### src/rtl/readback_pkg.sv
`default_nettype none
// ============================================================================
//  Module      : readback_pkg
//  Description : Shared constants, window lookup result type and the
//                per-window hit/offset helper for the register readback mux.
//  Revision    : 1.0 - initial release
// ============================================================================
package readback_pkg;

    localparam int BYTE_W = 8;

    // Address compares run one bit wider than any supported ADDR_W (<= 16)
    // so that a window ending exactly at 2^ADDR_W never wraps to zero.
    localparam int CMP_W = 17;

    // Default status-source windows in the control-bus read space.
    localparam logic [7:0] VERSION_BASE = 8'h00;
    localparam logic [7:0] VERSION_LEN  = 8'd1;
    localparam logic [7:0] GATE_BASE    = 8'h20;
    localparam logic [7:0] GATE_LEN     = 8'd3;
    localparam logic [7:0] COUNTER_BASE = 8'h26;
    localparam logic [7:0] COUNTER_LEN  = 8'd10;
    localparam logic [7:0] DAC_BASE     = 8'h30;
    localparam logic [7:0] DAC_LEN      = 8'd2;
    localparam logic [7:0] PWM_BASE     = 8'h36;
    localparam logic [7:0] PWM_LEN      = 8'd11;

    typedef struct packed {
        logic             hit;
        logic [CMP_W-1:0] off;
    } win_res_t;

    // Hit test and byte offset for one window; callers zero-extend to CMP_W.
    function automatic win_res_t window_lookup(
        input logic [CMP_W-1:0] addr,
        input logic [CMP_W-1:0] base,
        input logic [CMP_W-1:0] len
    );
        win_res_t res;
        res.hit = (addr >= base) && (addr < (base + len));
        res.off = addr - base;
        return res;
    endfunction

endpackage
`default_nettype wire

### src/rtl/readback_window.sv
`default_nettype none
// ============================================================================
//  Module      : readback_window
//  Description : One source window of the readback mux: hit compare, byte
//                offset, little-endian byte select and (optionally) the
//                coherent snapshot latch with its busy flag.
//  Ports       : clk, rst_n        - clock, async active-low reset
//                rd_req_i, rd_addr_i - read strobe and byte address
//                src_i             - live source value (MAX_BYTES bytes)
//                hit_o, byte_o     - window hit and selected byte
//                snap_busy_o       - snapshot holds unconsumed data
//  Revision    : 1.0 - initial release
// ============================================================================
module readback_window
    import readback_pkg::*;
#(
    parameter int              ADDR_W    = 8,
    parameter int              MAX_BYTES = 11,
    parameter logic [ADDR_W-1:0] BASE    = '0,
    parameter logic [7:0]      LEN       = 8'd1,
    parameter bit              SNAP      = 1'b0
) (
    input  logic                          clk,
    input  logic                          rst_n,
    input  logic                          rd_req_i,
    input  logic [ADDR_W-1:0]             rd_addr_i,
    input  logic [MAX_BYTES*BYTE_W-1:0]   src_i,
    output logic                          hit_o,
    output logic [BYTE_W-1:0]             byte_o,
    output logic                          snap_busy_o
);

    localparam int SLICE_W = MAX_BYTES * BYTE_W;

    win_res_t               w_res;
    logic [SLICE_W-1:0]     snap_q;
    logic [SLICE_W-1:0]     snap_d;
    logic                   busy_q;
    logic                   busy_d;
    logic [BYTE_W-1:0]      live_byte;
    logic [BYTE_W-1:0]      snap_byte;
    logic                   capture;
    logic                   last_read;

    assign w_res = window_lookup(CMP_W'(rd_addr_i), CMP_W'(BASE), CMP_W'(LEN));

    // Explicit byte mux keeps out-of-range offsets (no hit) from indexing
    // past the slice.
    always_comb begin
        live_byte = '0;
        snap_byte = '0;
        for (int b = 0; b < MAX_BYTES; b++) begin
            if (w_res.off == CMP_W'(b)) begin
                live_byte = src_i[b*BYTE_W +: BYTE_W];
                snap_byte = snap_q[b*BYTE_W +: BYTE_W];
            end
        end
    end

    assign capture   = SNAP && rd_req_i && w_res.hit && (w_res.off == '0);
    assign last_read = SNAP && rd_req_i && w_res.hit && !capture &&
                       (w_res.off == (CMP_W'(LEN) - CMP_W'(1)));

    always_comb begin
        snap_d = snap_q;
        busy_d = busy_q;
        if (capture) begin
            snap_d = src_i;
            // A one-byte window is fully consumed by its capture read.
            busy_d = (LEN != 8'd1);
        end else if (last_read) begin
            busy_d = 1'b0;
        end
    end

    always_ff @(posedge clk or negedge rst_n) begin
        if (!rst_n) begin
            snap_q <= '0;
            busy_q <= 1'b0;
        end else begin
            snap_q <= snap_d;
            busy_q <= busy_d;
        end
    end

    // Byte 0 of a snapshot window comes from the live value, which is the
    // same value being copied into the latch on that cycle.
    assign byte_o      = (SNAP && (w_res.off != '0)) ? snap_byte : live_byte;
    assign hit_o       = w_res.hit;
    assign snap_busy_o = busy_q;

endmodule
`default_nettype wire

### src/rtl/reg_readback_mux.sv
`default_nettype none
// ============================================================================
//  Module      : reg_readback_mux
//  Description : Registered register-readback selector. Maps N_SRC status
//                sources onto byte-addressed windows and returns one byte per
//                read request with a fixed one-cycle latency.
//  Ports       : clk, rst_n  - clock, async active-low reset
//                rd_req      - read strobe (one byte per asserted cycle)
//                rd_addr     - byte address
//                src_data    - live source values, source i in slice i
//                rd_data     - registered read byte
//                rd_valid    - one-cycle pulse qualifying rd_data/rd_err
//                rd_err      - address hit no window
//                snap_busy   - per-source unconsumed snapshot flag
//  Revision    : 1.0 - initial release
// ============================================================================
module reg_readback_mux
    import readback_pkg::*;
#(
    parameter int                      ADDR_W    = 8,
    parameter int                      DATA_W    = BYTE_W,
    parameter int                      N_SRC     = 4,
    parameter int                      MAX_BYTES = 11,
    parameter logic [N_SRC*ADDR_W-1:0] SRC_BASE  = {PWM_BASE, COUNTER_BASE, GATE_BASE, VERSION_BASE},
    parameter logic [N_SRC*8-1:0]      SRC_LEN   = {PWM_LEN, COUNTER_LEN, GATE_LEN, VERSION_LEN},
    parameter logic [N_SRC-1:0]        SNAP_MASK = 4'b1100
) (
    input  logic                              clk,
    input  logic                              rst_n,
    input  logic                              rd_req,
    input  logic [ADDR_W-1:0]                 rd_addr,
    input  logic [N_SRC*MAX_BYTES*BYTE_W-1:0] src_data,
    output logic [DATA_W-1:0]                 rd_data,
    output logic                              rd_valid,
    output logic                              rd_err,
    output logic [N_SRC-1:0]                  snap_busy
);

    localparam int SLICE_W = MAX_BYTES * BYTE_W;

    logic [N_SRC-1:0]   win_hit;
    logic [BYTE_W-1:0]  win_byte [N_SRC];
    logic               any_hit;
    logic [BYTE_W-1:0]  sel_byte;

    logic [DATA_W-1:0]  rd_data_q;
    logic [DATA_W-1:0]  rd_data_d;
    logic               rd_valid_q;
    logic               rd_err_q;
    logic               rd_err_d;

    for (genvar i = 0; i < N_SRC; i++) begin : g_win
        readback_window #(
            .ADDR_W    (ADDR_W),
            .MAX_BYTES (MAX_BYTES),
            .BASE      (SRC_BASE[i*ADDR_W +: ADDR_W]),
            .LEN       (SRC_LEN[i*8 +: 8]),
            .SNAP      (SNAP_MASK[i])
        ) u_win (
            .clk         (clk),
            .rst_n       (rst_n),
            .rd_req_i    (rd_req),
            .rd_addr_i   (rd_addr),
            .src_i       (src_data[i*SLICE_W +: SLICE_W]),
            .hit_o       (win_hit[i]),
            .byte_o      (win_byte[i]),
            .snap_busy_o (snap_busy[i])
        );
    end

    // Scan from the top so the lowest-index hit is the last one written.
    always_comb begin
        any_hit  = 1'b0;
        sel_byte = '0;
        for (int i = N_SRC - 1; i >= 0; i--) begin
            if (win_hit[i]) begin
                any_hit  = 1'b1;
                sel_byte = win_byte[i];
            end
        end
    end

    always_comb begin
        rd_data_d = rd_data_q;
        rd_err_d  = rd_err_q;
        if (rd_req) begin
            rd_data_d = any_hit ? DATA_W'(sel_byte) : '0;
            rd_err_d  = !any_hit;
        end
    end

    always_ff @(posedge clk or negedge rst_n) begin
        if (!rst_n) begin
            rd_data_q  <= '0;
            rd_valid_q <= 1'b0;
            rd_err_q   <= 1'b0;
        end else begin
            rd_data_q  <= rd_data_d;
            rd_valid_q <= rd_req;
            rd_err_q   <= rd_err_d;
        end
    end

    assign rd_data  = rd_data_q;
    assign rd_valid = rd_valid_q;
    assign rd_err   = rd_err_q;

endmodule
`default_nettype wire
### config.mk
export PLATFORM = sky130hd
export DESIGN_NAME = reg_readback_mux
export DESIGN_NICKNAME = d
export VERILOG_FILES = /design/src/rtl/readback_pkg.sv /design/src/rtl/readback_window.sv /design/src/rtl/reg_readback_mux.sv
export SDC_FILE = /design/constraint.sdc
export NUM_CORES = 1
export LEC_CHECK = 0
export CORE_ASPECT_RATIO = 0.7
export CORE_MARGIN = 1.5
export CORE_UTILIZATION = 46
export DETAILED_ROUTE_END_ITERATION = 6
export PLACE_DENSITY_LB_ADDON = 0.1
export SLEW_MARGIN = 20
export SYNTH_ARGS = -nofsm -noshare
export SYNTH_HDL_FRONTEND = slang
export SYNTH_SLANG_ARGS = --single-unit
### constraint.sdc
create_clock -name clk -period 2.2 [get_ports clk]
set_input_delay 0.66 -clock clk [delete_from_list [all_inputs] [get_ports clk]]
set_output_delay 0.66 -clock clk [all_outputs]
set_load 0.02 [all_outputs]
Yosys cells after proc, flatten, opt, wreduce, memory -nomap -nowiden:

Index checks and enable logic that the tools add are counted.

* word-level logic and storage cells: 160
* input port bits: 363
* output and inout bits: 14
* register bits: 188

* equal/unequal tests: 40
* order comparisons: 7
* $add $sub $neg: 3
* multiplexer cells: 81
* reduce and logical (&&, ||, !) cells: 22

Operators with widths (count)
* $mux W8: 73
* $eq A17 B3 Y1 const B: 12
* $eq A17 B4 Y1 const B: 9
* $eq A17 B2 Y1 const B: 6
* $logic_not A17 Y1: 4
* $eq A17 B1 Y1 const B: 3
* $reduce_bool A17 Y1: 2
* $eq A8 B3 Y1 const B: 4
* $sub A8 B6 Y9 const B: 3
* $eq A8 B4 Y1 const B: 3
* $ge A8 B6 Y1 const B: 3
* $eq A8 B2 Y1 const B: 2
* $lt A8 B6 Y1 const B: 2
* $logic_and A1 B1 Y1: 11
* $eq A8 B1 Y1 const B: 1
* $lt A8 B1 Y1 const B: 1
* $lt A8 B7 Y1 const B: 1
* $mux W1: 8
* $reduce_bool A2 Y1: 2
* $logic_not A1 Y1: 3

Depth between registers and ports, before layout:

Gate-level depths: netlist of run 1.

* depth in word-level cells: 19
* depth in mapped cells: 13
* gate-level depth less buffers: 10

Hierarchy:

From an unflattened synthesis of run 1, not the netlist that was laid out.

* cells, all modules: 1053
* area, all modules: 11444.7 µm²

Modules (own cells, without submodules)
* readback_window at g_win[2].u_win: times used 1, area each 4490.6 µm², cells each 354
* readback_window at g_win[3].u_win: times used 1, area each 4171.5 µm², cells each 335
* readback_window at g_win[1].u_win: times used 1, area each 1122.3 µm², cells each 165
* readback_window at g_win[0].u_win: times used 1, area each 1096.1 µm², cells each 145
* reg_readback_mux: times used 1, area each 564.3 µm², cells each 54

Worst setup path after synthesis of run 1:

OpenSTA, ideal clock, no wires.

* kind: in2reg
* start point: in rd_addr[1]
* end point: reg g_win[3].u_win.snap_q[0]
* stages on the path: 11
* data arrival time: 3.114 ns
* setup slack: -1.039 ns
* cell sequence: buf_2 -> inv_1 -> clkbuf_1 -> clkbuf_1 -> ha_1 -> nor2_1 -> nand3_2 -> or3_1 -> buf_6 -> buf_6 -> mux2_4

* cells in the longest elaborated chain, start to end: 4
* elaborated cells on any way between the ends: 7

Ends and longest elaborated chain
* start, declared: line reg_readback_mux.sv:31 `input logic [ADDR_W-1:0] rd_addr,`
* branches (longest 3 deep; another with $sub A8 B6 Y9)
* $logic_and A1 B1 Y1 (*): line readback_window.sv:60 `assign capture = SNAP && rd_req_i && w_res.hit && (w_res.off == '0);`
* end signal, assigned: line readback_window.sv:81 `snap_q <= snap_d;`
* end, declared: line readback_window.sv:36 `logic [SLICE_W-1:0] snap_q;`

Every way passes the cells marked *.
A chain may end at the register's enable or synchronous reset.

Worst setup path in the final report of run 1:

* start point: in rd_addr[2]
* end point: reg g_win[3].u_win.snap_q[72]

The elaborated chain is that of the path after synthesis.

==> impl_metrics.toml, run 1 <==
[final_layout]
drive_gt1_share_pct = 43.7
utilization_pct = 78.0
seq_area_um2 = 4680
fillers = 1452
fin_nets = 1796
syn_to_final_growth_pct = 67.4
multi_input_area_um2 = 6690

[sta]
max_freq_mhz = 377
relSlewSlack_pct = 53.4
finalWorstSetupSlack_ns = -0.450
finalHoldViolCount = 0
worst_slew_pin_slew_ns = 0.690
finalSetupViolCount = 187
setup_tns_ns = -71.72
clock_skew_ns = 0.0214
finalCritPeriodShare_pct = 120
rsz0062_at_grt = "true"
slew_violations = 0
min_period_ns = 2.65

[clock_network]
cts_buffers = 17
holdBufCountCts = 0
clk_latency_ns = 0.45
htreeDepth = 4
path_clk_slew_ns = 0.08
cts_buffer_depth = 2
cts_tree = "yes"
cts_root_buf = "clkbuf_16"
clock_sinks = 187

[pwr]
powerDensity_nw_per_um2 = 471
report.power.total_uw = 8630
swShare_pct = 29.7
intPower_uw = 6070
p_switching_uw = 2560
combPwrFrac_pct = 22.4
seqPwrFrac_pct = 40.2
peakVddDrop_uv = 562
power_leakage_uw = 0.00845
clockPowerShare_pct = 37.4

[grt]
antenna_found_initial = 2
grt_pass1_vias = 10700
grt_use_total_pct = 37.1
grt_pass1_wl_um = 68300
grt_overflow_total = 0
grt_max_degree = 47

[critical_path]
critPathCapture = "g_win[3].u_win.snap_q[72]$_DFFE_PN0P_"
worstSetupPathDepth = 12
crit_buf_inv = 5
cp-startpoint = "rd_addr[2]"
r2r.worst_path.cells = 6
rrSetupSlack_ns = 0.22
crit_slowest_cell = "or3_4"
crit_path_frequent_cell = "buf_6"
reg2reg_to = "rd_data[6]$_DFFE_PN0P_"
start_kind = "input port"
cp.required_ns = 2.53
rr_startpoint = "g_win[2].u_win.snap_q[14]$_DFFE_PN0P_"
crit_type = "in -> reg"
cp_top_family = "buffers and inverters"
cp_max_fo = 8
crit_arrival_ns = 2.98
cp_cell_sequence = "buf_6 -> buf_6 -> ha_4 -> buf_6 -> o21a_4 -> xnor2_4 -> o2111a_2 -> nand3_2 -> or3_4 -> buf_12 -> buf_16 -> mux2_4"
worst_setup_path_end_kind = "register"
critPathMaxStageDelay_ns = 0.40

[synthesis]
post-synth-top-count-cell = "dfrtp_1"
ys_types = 82
synthCells = 921
ys_async_sr_fraction_pct = 100
avgSynthCellArea_um2 = 11.9
ys.flop_type = "dfrtp_1"
synth_edf_count = 0
syn_area_um2 = 11000
synth_top_area_share_pct = 42.7
synthTopCellsByArea = "dfrtp_1, mux2_4, mux2_2"
synth_common_cells = "dfrtp_1, mux2_2, mux2_4"
synth_seq_cells = 187
synth_top_cell_by_area = "dfrtp_1"
yosysSeqAreaShare_pct = 42.7
synth_warnings = 0

[placed_design]
hpwl_um = 31600
port_buffers = 309
place_ws_ns = -1.22
gp_congestion = 0.965

[die]
die_area_um2 = 24800
ios = 377
die_width_um = 187
coreArea_um2 = 23500
rows = 47
die_h_um = 132
start_util_pct = 46.6

[min_path]
hold_class = "in -> async"

[status]
violations = "setup timing"
outcome = "complete, but fails checks"

[job]
cap_viol_max_count = 0

[detailed_routing]
drt_first_pass_iters = 5
postRouteAntennaNets = 0
via_per_inst = 6.04
via_count = 10600
wl_per_cell_um = 26.4
drt_drc_violations_left = 0
routed_wl_um = 46400
first_iter_violations = 1159
flip-flops by register name, indices dropped and copies added, names as in the netlist:
register                 count
rd_err                       1
rd_valid                     1
g_win.u_win.snap_busy_o      2
g_win.u_win.snap_q         175
rd_data                      8
final cells by class:
type / instances / share of cell area, %
Tap cell: 318 / 2.17
Multi-Input combinational cell: 648 / 36.5
Antenna cell: 1 / 0.0136
Inverter: 13 / 0.341
Timing Repair Buffer: 560 / 32.1
Sequential cell: 187 / 25.5
Clock buffer: 17 / 2.32
Clock inverter: 15 / 1.04
through the flow:
| stage | instances | instance area, µm² | hold WS (ns) |
|---|---|---|---|
| floorplan | 922 | 11500 | 0.364 |
| global placement | 1647 | 15800 | 0.463 |
| detailed placement | 1647 | 15800 | 0.463 |
| CTS | 1749 | 18000 | 0.174 |
| global route | 1759 | 18300 | 0.184 |
| finish | 1759 | 18300 | 0.152 |
per-layer routing:
metal	vias to the layer above	GRT usage, %	share of wire (%)
li1	4549	-	-
met1	5311	52.5	43
met2	671	54.6	43
met3	101	11.8	11
met4	0	11.2	2.9
met5	-	0	0
cells in the final DEF, fill, tap and decap left out, drive strengths merged, types with 6 or more instances in the layout:
cell type,count
nand2b,11
nor2,36
and2,7
mux2i,19
buf,253
mux2,190
a21oi,36
mux4,23
inv,18
a31oi,9
o22ai,18
ha,6
o21ai,26
o221ai,18
nand4,7
a211oi,6
a22oi,16
nor3,11
clkdlybuf4s50,297
clkbuf,21
o21a,8
nand2,64
clkinv,9
dfrtp,187
a32oi,7
a221oi,10
nand3,23
power groups by stage:
| stage | sequential (µW) | combinational (µW) | clock (µW) |
|---|---|---|---|
| final | 3470 | 1940 | 3230 |
| after global routing | 3470 | 2020 | 3370 |
| after CTS | 3470 | 1840 | 3220 |
| after detailed placement | 3540 | 1660 | 0 |
| after global placement | 3540 | 1660 | 0 |
| after floorplan | 3540 | 575 | 0 |
cells by family (layout without fill, tap and decap cells):
| group | Yosys count | in the layout | share of synthesized area, % |
|---|---|---|---|
| other | 1 | 3 | 0.0342 |
| adder cells (fa/ha/maj) | 6 | 6 | 0.685 |
| multiplexers | 232 | 232 | 29.0 |
| AND/OR/NAND/NOR | 190 | 190 | 8.72 |
| XOR/XNOR | 5 | 5 | 0.468 |
| flip-flops | 187 | 187 | 42.7 |
| buffers and inverters | 87 | 605 | 4.24 |
| AO/OA/AOI/OAI | 213 | 213 | 14.2 |
worst min path at each step:
stage / from / endpoint / cells after the start
after detailed placement: rd_err$_DFFE_PN0P_ / rd_err$_DFFE_PN0P_ / 2
after floorplan: rst_n / g_win[2].u_win.snap_busy_o$_DFFE_PN0P_ / 0
after global placement: rd_err$_DFFE_PN0P_ / rd_err$_DFFE_PN0P_ / 2
after global routing: rst_n / g_win[2].u_win.snap_q[14]$_DFFE_PN0P_ / 1
after CTS: rst_n / g_win[2].u_win.snap_q[22]$_DFFE_PN0P_ / 1
final: rst_n / g_win[2].u_win.snap_q[14]$_DFFE_PN0P_ / 1
what timing repair did:
action                                  4_1_cts  5_1_grt
gates resized for setup                     169       53
endpoints found under the setup margin      188      186
pin swaps                                    56       35
buffers inserted                             50       13
cloned                                       24        3
(Power assumes the default switching activity.)
==> run 2: changes to the inputs <==
- CELL_PAD_IN_SITES_DETAIL_PLACEMENT: not set -> 0
- CELL_PAD_IN_SITES_GLOBAL_PLACEMENT: not set -> 2
- CORE_UTILIZATION: 46 -> 29
==> impl_metrics.toml, run 2 (synthesized netlist as in run 1, its figures left out) <==
[status]
outcome = "complete, but fails checks"
violations = "setup timing"

[placed_design]
gp_congestion = 0.867
place_ws_ns = -1.40
placed_area_um2 = 16000
port_buffers = 309
hpwl_um = 35100

[detailed_routing]
drt_drc_violations_left = 0
first_iter_violations = 647
routed_wl_um = 47100
via_per_inst = 5.18
via_count = 9913
postRouteAntennaNets = 0
drt_first_pass_iters = 5
wl_per_cell_um = 24.6

[sta]
max_freq_mhz = 390
worst_slew_pin_slew_ns = 0.786
rsz0062_at_grt = "true"
finalHoldViolCount = 0
slew_violations = 0
finalCritPeriodShare_pct = 116
min_period_ns = 2.56
finalWorstSetupSlack_ns = -0.361
relSlewSlack_pct = 46.9
setup_tns_ns = -51.84
clock_skew_ns = 0.00767
finalSetupViolCount = 184

[clock_network]
path_clk_slew_ns = 0.08
cts_root_buf = "clkbuf_16"
holdBufCountCts = 0
cts_tree = "yes"
clock_sinks = 187
cts_buffer_depth = 2
cts_buffers = 17
clk_latency_ns = 0.45
htreeDepth = 4

[critical_path]
cp_max_fo = 8
start_kind = "input port"
cp.required_ns = 2.53
crit_arrival_ns = 2.90
crit_buf_inv = 4
r2r.worst_path.cells = 8
worst_setup_path_end_kind = "register"
crit_type = "in -> reg"
cp_cell_sequence = "buf_12 -> ha_4 -> o21a_4 -> xnor2_4 -> o2111a_2 -> nand3_2 -> or3_4 -> buf_6 -> buf_12 -> buf_16 -> mux2_4"
worstSetupPathDepth = 11
crit_slowest_cell = "or3_4"
crit_path_frequent_cell = "buf_12"
cp_top_family = "buffers and inverters"
critPathMaxStageDelay_ns = 0.35

[final_layout]
final_cell_mix = "clkdlybuf4s50_1, dfrtp_1, buf_4, mux2_4, mux2_2"
design_area_um2 = 18400
largest_register_ffs = 175
fillers = 3395
final_common_cell = "clkdlybuf4s50_1"
syn_to_final_growth_pct = 67.8
utilization_pct = 49.4
drive_gt1_share_pct = 43.2
largest_register = "g_win.u_win.snap_q"
fin_nets = 1779

[die]
ios = 377
coreArea_um2 = 37200
die_h_um = 166
rows = 59
die_area_um2 = 39000
start_util_pct = 29.5
die_width_um = 235

[min_path]
hold_class = "in -> async"

[grt]
antenna_found_initial = 4
grt_max_degree = 47
grt_pass1_wl_um = 68600
grt_pass1_vias = 10300
grt_use_total_pct = 24.0
grt_overflow_total = 0

[pwr]
peakVddDrop_uv = 435
report.power.total_uw = 8640
powerDensity_nw_per_um2 = 470
power_leakage_uw = 0.00832

[job]
cap_viol_max_count = 0
-- run 2: changes by cell type in the layout (fill, tap and decap cells not counted), moves of 3 or more --
cell	change
a31oi_4	+3
clkinv_8	-5
buf_4	-10
buf_2	-3
o21ai_0	+3
a31oi_2	-3
buf_6	-7
buf_16	-5
buf_12	+10
-- run 2: cell type report --
class	instances	area, µm²	area share [%]
clock buffer	19	443	2.41
clock inverter	13	149	0.810
multi-input combinational	648	6720	36.5
sequential	187	4680	25.4
antenna	2	5.00	0.0272
tap	488	611	3.32
timing repair buffer	543	5720	31.1
inverter	13	66.3	0.361
-- run 2: through the flow --
stage / hold WS (ns) / instances
after global routing: 0.145 / 1911
after floorplan: 0.364 / 922
after detailed placement: 0.479 / 1812
after global placement: 0.472 / 1812
after CTS: 0.136 / 1892
final: 0.133 / 1913
-- run 2: final timing paths --
kind | start | to | slack, ns
max in group asynchronous | rst_n | g_win[2].u_win.snap_q[75]$_DFFE_PN0P_ | 1.46
setup reg to reg | g_win[3].u_win.snap_q[2]$_DFFE_PN0P_ | rd_data[2]$_DFFE_PN0P_ | 0.27
hold / removal | rst_n | g_win[2].u_win.snap_q[20]$_DFFE_PN0P_ | 0.13
hold reg to reg | g_win[2].u_win.snap_q[60]$_DFFE_PN0P_ | g_win[2].u_win.snap_q[60]$_DFFE_PN0P_ | 0.50
min in group clk | g_win[2].u_win.snap_q[60]$_DFFE_PN0P_ | g_win[2].u_win.snap_q[60]$_DFFE_PN0P_ | 0.50
setup / recovery | rd_addr[1] | g_win[3].u_win.snap_q[10]$_DFFE_PN0P_ | -0.36
-- run 2: layer usage --
metal	vias up	global-route usage [%]	wire, µm
met3	34	6.12	3320
met1	5010	36.2	23400
met5	-	0	13
li1	4524	-	-
met4	2	3.90	485
met2	343	34.6	19900
-- run 2: report_power, final --
group	internal, µW	switching [µW]
Combinational	1100	887
Clock	1650	1540
Sequential	3450	15.0
Total	6200	2440
-- run 2: repair_timing --
action | 4_1_cts | 5_1_grt
endpoints found under the setup margin | 188 | 185
setup buffers | 35 | 26
resized for setup | 129 | 107
cloned | 16 | 2
pin swaps | 43 | 55
==> run 3: changes to the inputs <==
- CORE_UTILIZATION: 29 -> 31
- clock period: 2.2 -> 3.3 ns (I/O delays scaled with it)
==> impl_metrics.toml, run 3 (synthesized netlist as in run 1, its figures left out) <==
[final_layout]
largest_register = "g_win.u_win.snap_q"
syn_to_final_growth_pct = 49.4
drive_gt1_share_pct = 32.1
final_common_cell = "clkdlybuf4s50_1"
design_area_um2 = 16400
final_cell_mix = "clkdlybuf4s50_1, dfrtp_1, buf_4, mux2_2, mux2_4"
largest_register_ffs = 175
utilization_pct = 47.1
layoutNonFillerInstCount = 1817
fillers = 3264
fin_nets = 1699

[clock_network]
cts_buffer_depth = 2
cts_root_buf = "clkbuf_16"
cts_tree = "yes"
clock_sinks = 187
htreeDepth = 4
path_clk_slew_ns = 0.08
cts_buffers = 17
holdBufCountCts = 0
clk_latency_ns = 0.45

[detailed_routing]
via_count = 9320
postRouteAntennaNets = 0
routed_wl_um = 42700
drt_drc_violations_left = 0
drt_first_pass_iters = 5
wl_per_cell_um = 23.5
via_per_inst = 5.13
first_iter_violations = 603

[critical_path]
worst_setup_path_end_kind = "register"
cp_cell_sequence = "dlygate4sd2_1 -> inv_1 -> ha_1 -> ha_1 -> nand4b_1 -> nor3_1 -> buf_4 -> a41o_1 -> a211o_1 -> a211o_1 -> a21oi_1 -> o21ai_0"
start_kind = "input port"
crit_buf_inv = 3
crit_slowest_cell = "a211o_1"
rr_startpoint = "g_win[2].u_win.snap_q[14]$_DFFE_PN0P_"
crit_arrival_ns = 3.48
crit_type = "in -> reg"
cp_max_fo = 5
cp-startpoint = "rd_addr[5]"
critPathMaxStageDelay_ns = 0.35
cp.required_ns = 3.64
cp_top_family = "compound AO/OA/AOI/OAI gates"

[grt]
grt_overflow_total = 0
grt_use_total_pct = 23.3
grt_pass1_wl_um = 63100
grt_max_degree = 63
antenna_found_initial = 4
grt_pass1_vias = 9377

[placed_design]
dp_cells = 1776
port_buffers = 309
hpwl_um = 32700
gp_congestion = 0.856
placed_area_um2 = 15500

[sta]
finalSetupViolCount = 0
finalCritPeriodShare_pct = 95.3
worst_slew_pin_slew_ns = 0.770
relSlewSlack_pct = 48.0
min_period_ns = 3.15
finalHoldViolCount = 0
slew_violations = 0
rsz0062_at_grt = "false"
worst_hold_slack_ns = 0.490
clock_skew_ns = 0.0105
max_freq_mhz = 318
setup_tns_ns = 0

[min_path]
hp-start = "rd_err$_DFFE_PN0P_"
hold_class = "reg -> reg"

[die]
die_width_um = 228
start_util_pct = 31.6
rows = 57
die_area_um2 = 36500
die_h_um = 160
ios = 377
coreArea_um2 = 34700

[pwr]
power_leakage_uw = 0.00750
powerDensity_nw_per_um2 = 331
peakVddDrop_uv = 351

[job]
cap_viol_max_count = 0

[status]
outcome = "complete, no violations"
[run 3: path summary, 6_finish.rpt]
| path | to | slack [ns] | depth (start not counted) |
|---|---|---|---|
| worst max-delay path | rd_data[1]$_DFFE_PN0P_ | 0.15 | 12 |
| worst min-delay path | rd_err$_DFFE_PN0P_ | 0.49 | 2 |
| worst max register to register | rd_data[6]$_DFFE_PN0P_ | 1.28 | 6 |
| worst min register to register | rd_err$_DFFE_PN0P_ | 0.49 | 2 |
| max in group asynchronous | g_win[3].u_win.snap_q[83]$_DFFE_PN0P_ | 1.99 | 2 |
| min in group asynchronous | rd_valid$_DFF_PN0_ | 0.50 | 1 |
[run 3: timing repair]
| item | CTS | global route |
|---|---|---|
| pin swaps | 1 | 5 |
| gates resized for setup | 9 | 23 |
| endpoints found under the hold margin | 0 | 0 |
| cloned | 1 | 3 |
| buffers inserted | 1 | 2 |
| setup endpoints to repair | 152 | 183 |
[run 3: final cells by class]
class	count	area (µm²)	area share, %
timing repair buffer	463	4510	27.5
multi-input combinational	648	5960	36.4
clock buffer	19	443	2.71
sequential	187	4680	28.6
antenna	2	5.00	0.0306
inverter	13	48.8	0.298
tap	472	591	3.61
clock inverter	13	131	0.803
[run 3: stage by stage]
stage | worst slack, ns | total power [µW]
global route | 0.0286 | 5630
detailed placement | -0.549 | 3390
global placement | -0.536 | 3400
floorplan | 0.0289 | 2690
CTS | 0.00189 | 5460
finish | 0.154 | 5420
[run 3: metal layers]
metal / wire (µm) / track usage (%) / part of all wire, %
met1: 22200 / 36.2 / 52
met2: 17400 / 32.2 / 41
met3: 2620 / 5.79 / 6.1
met4: 477 / 4.55 / 1.1
met5: 23 / 0 / 0.054
[run 3: tightest hold or removal path, stage by stage, from the launching register on]
cell and delay [ns]:
dfrtp_1 0.35, nand2_1 0.06, o41ai_1 0.05
[run 3: report_power, final]
group          internal (µW)  total [µW]  switching, µW
sequential              2300        2310           7.44
clock                   1020        2050           1030
combinational            578        1060            482
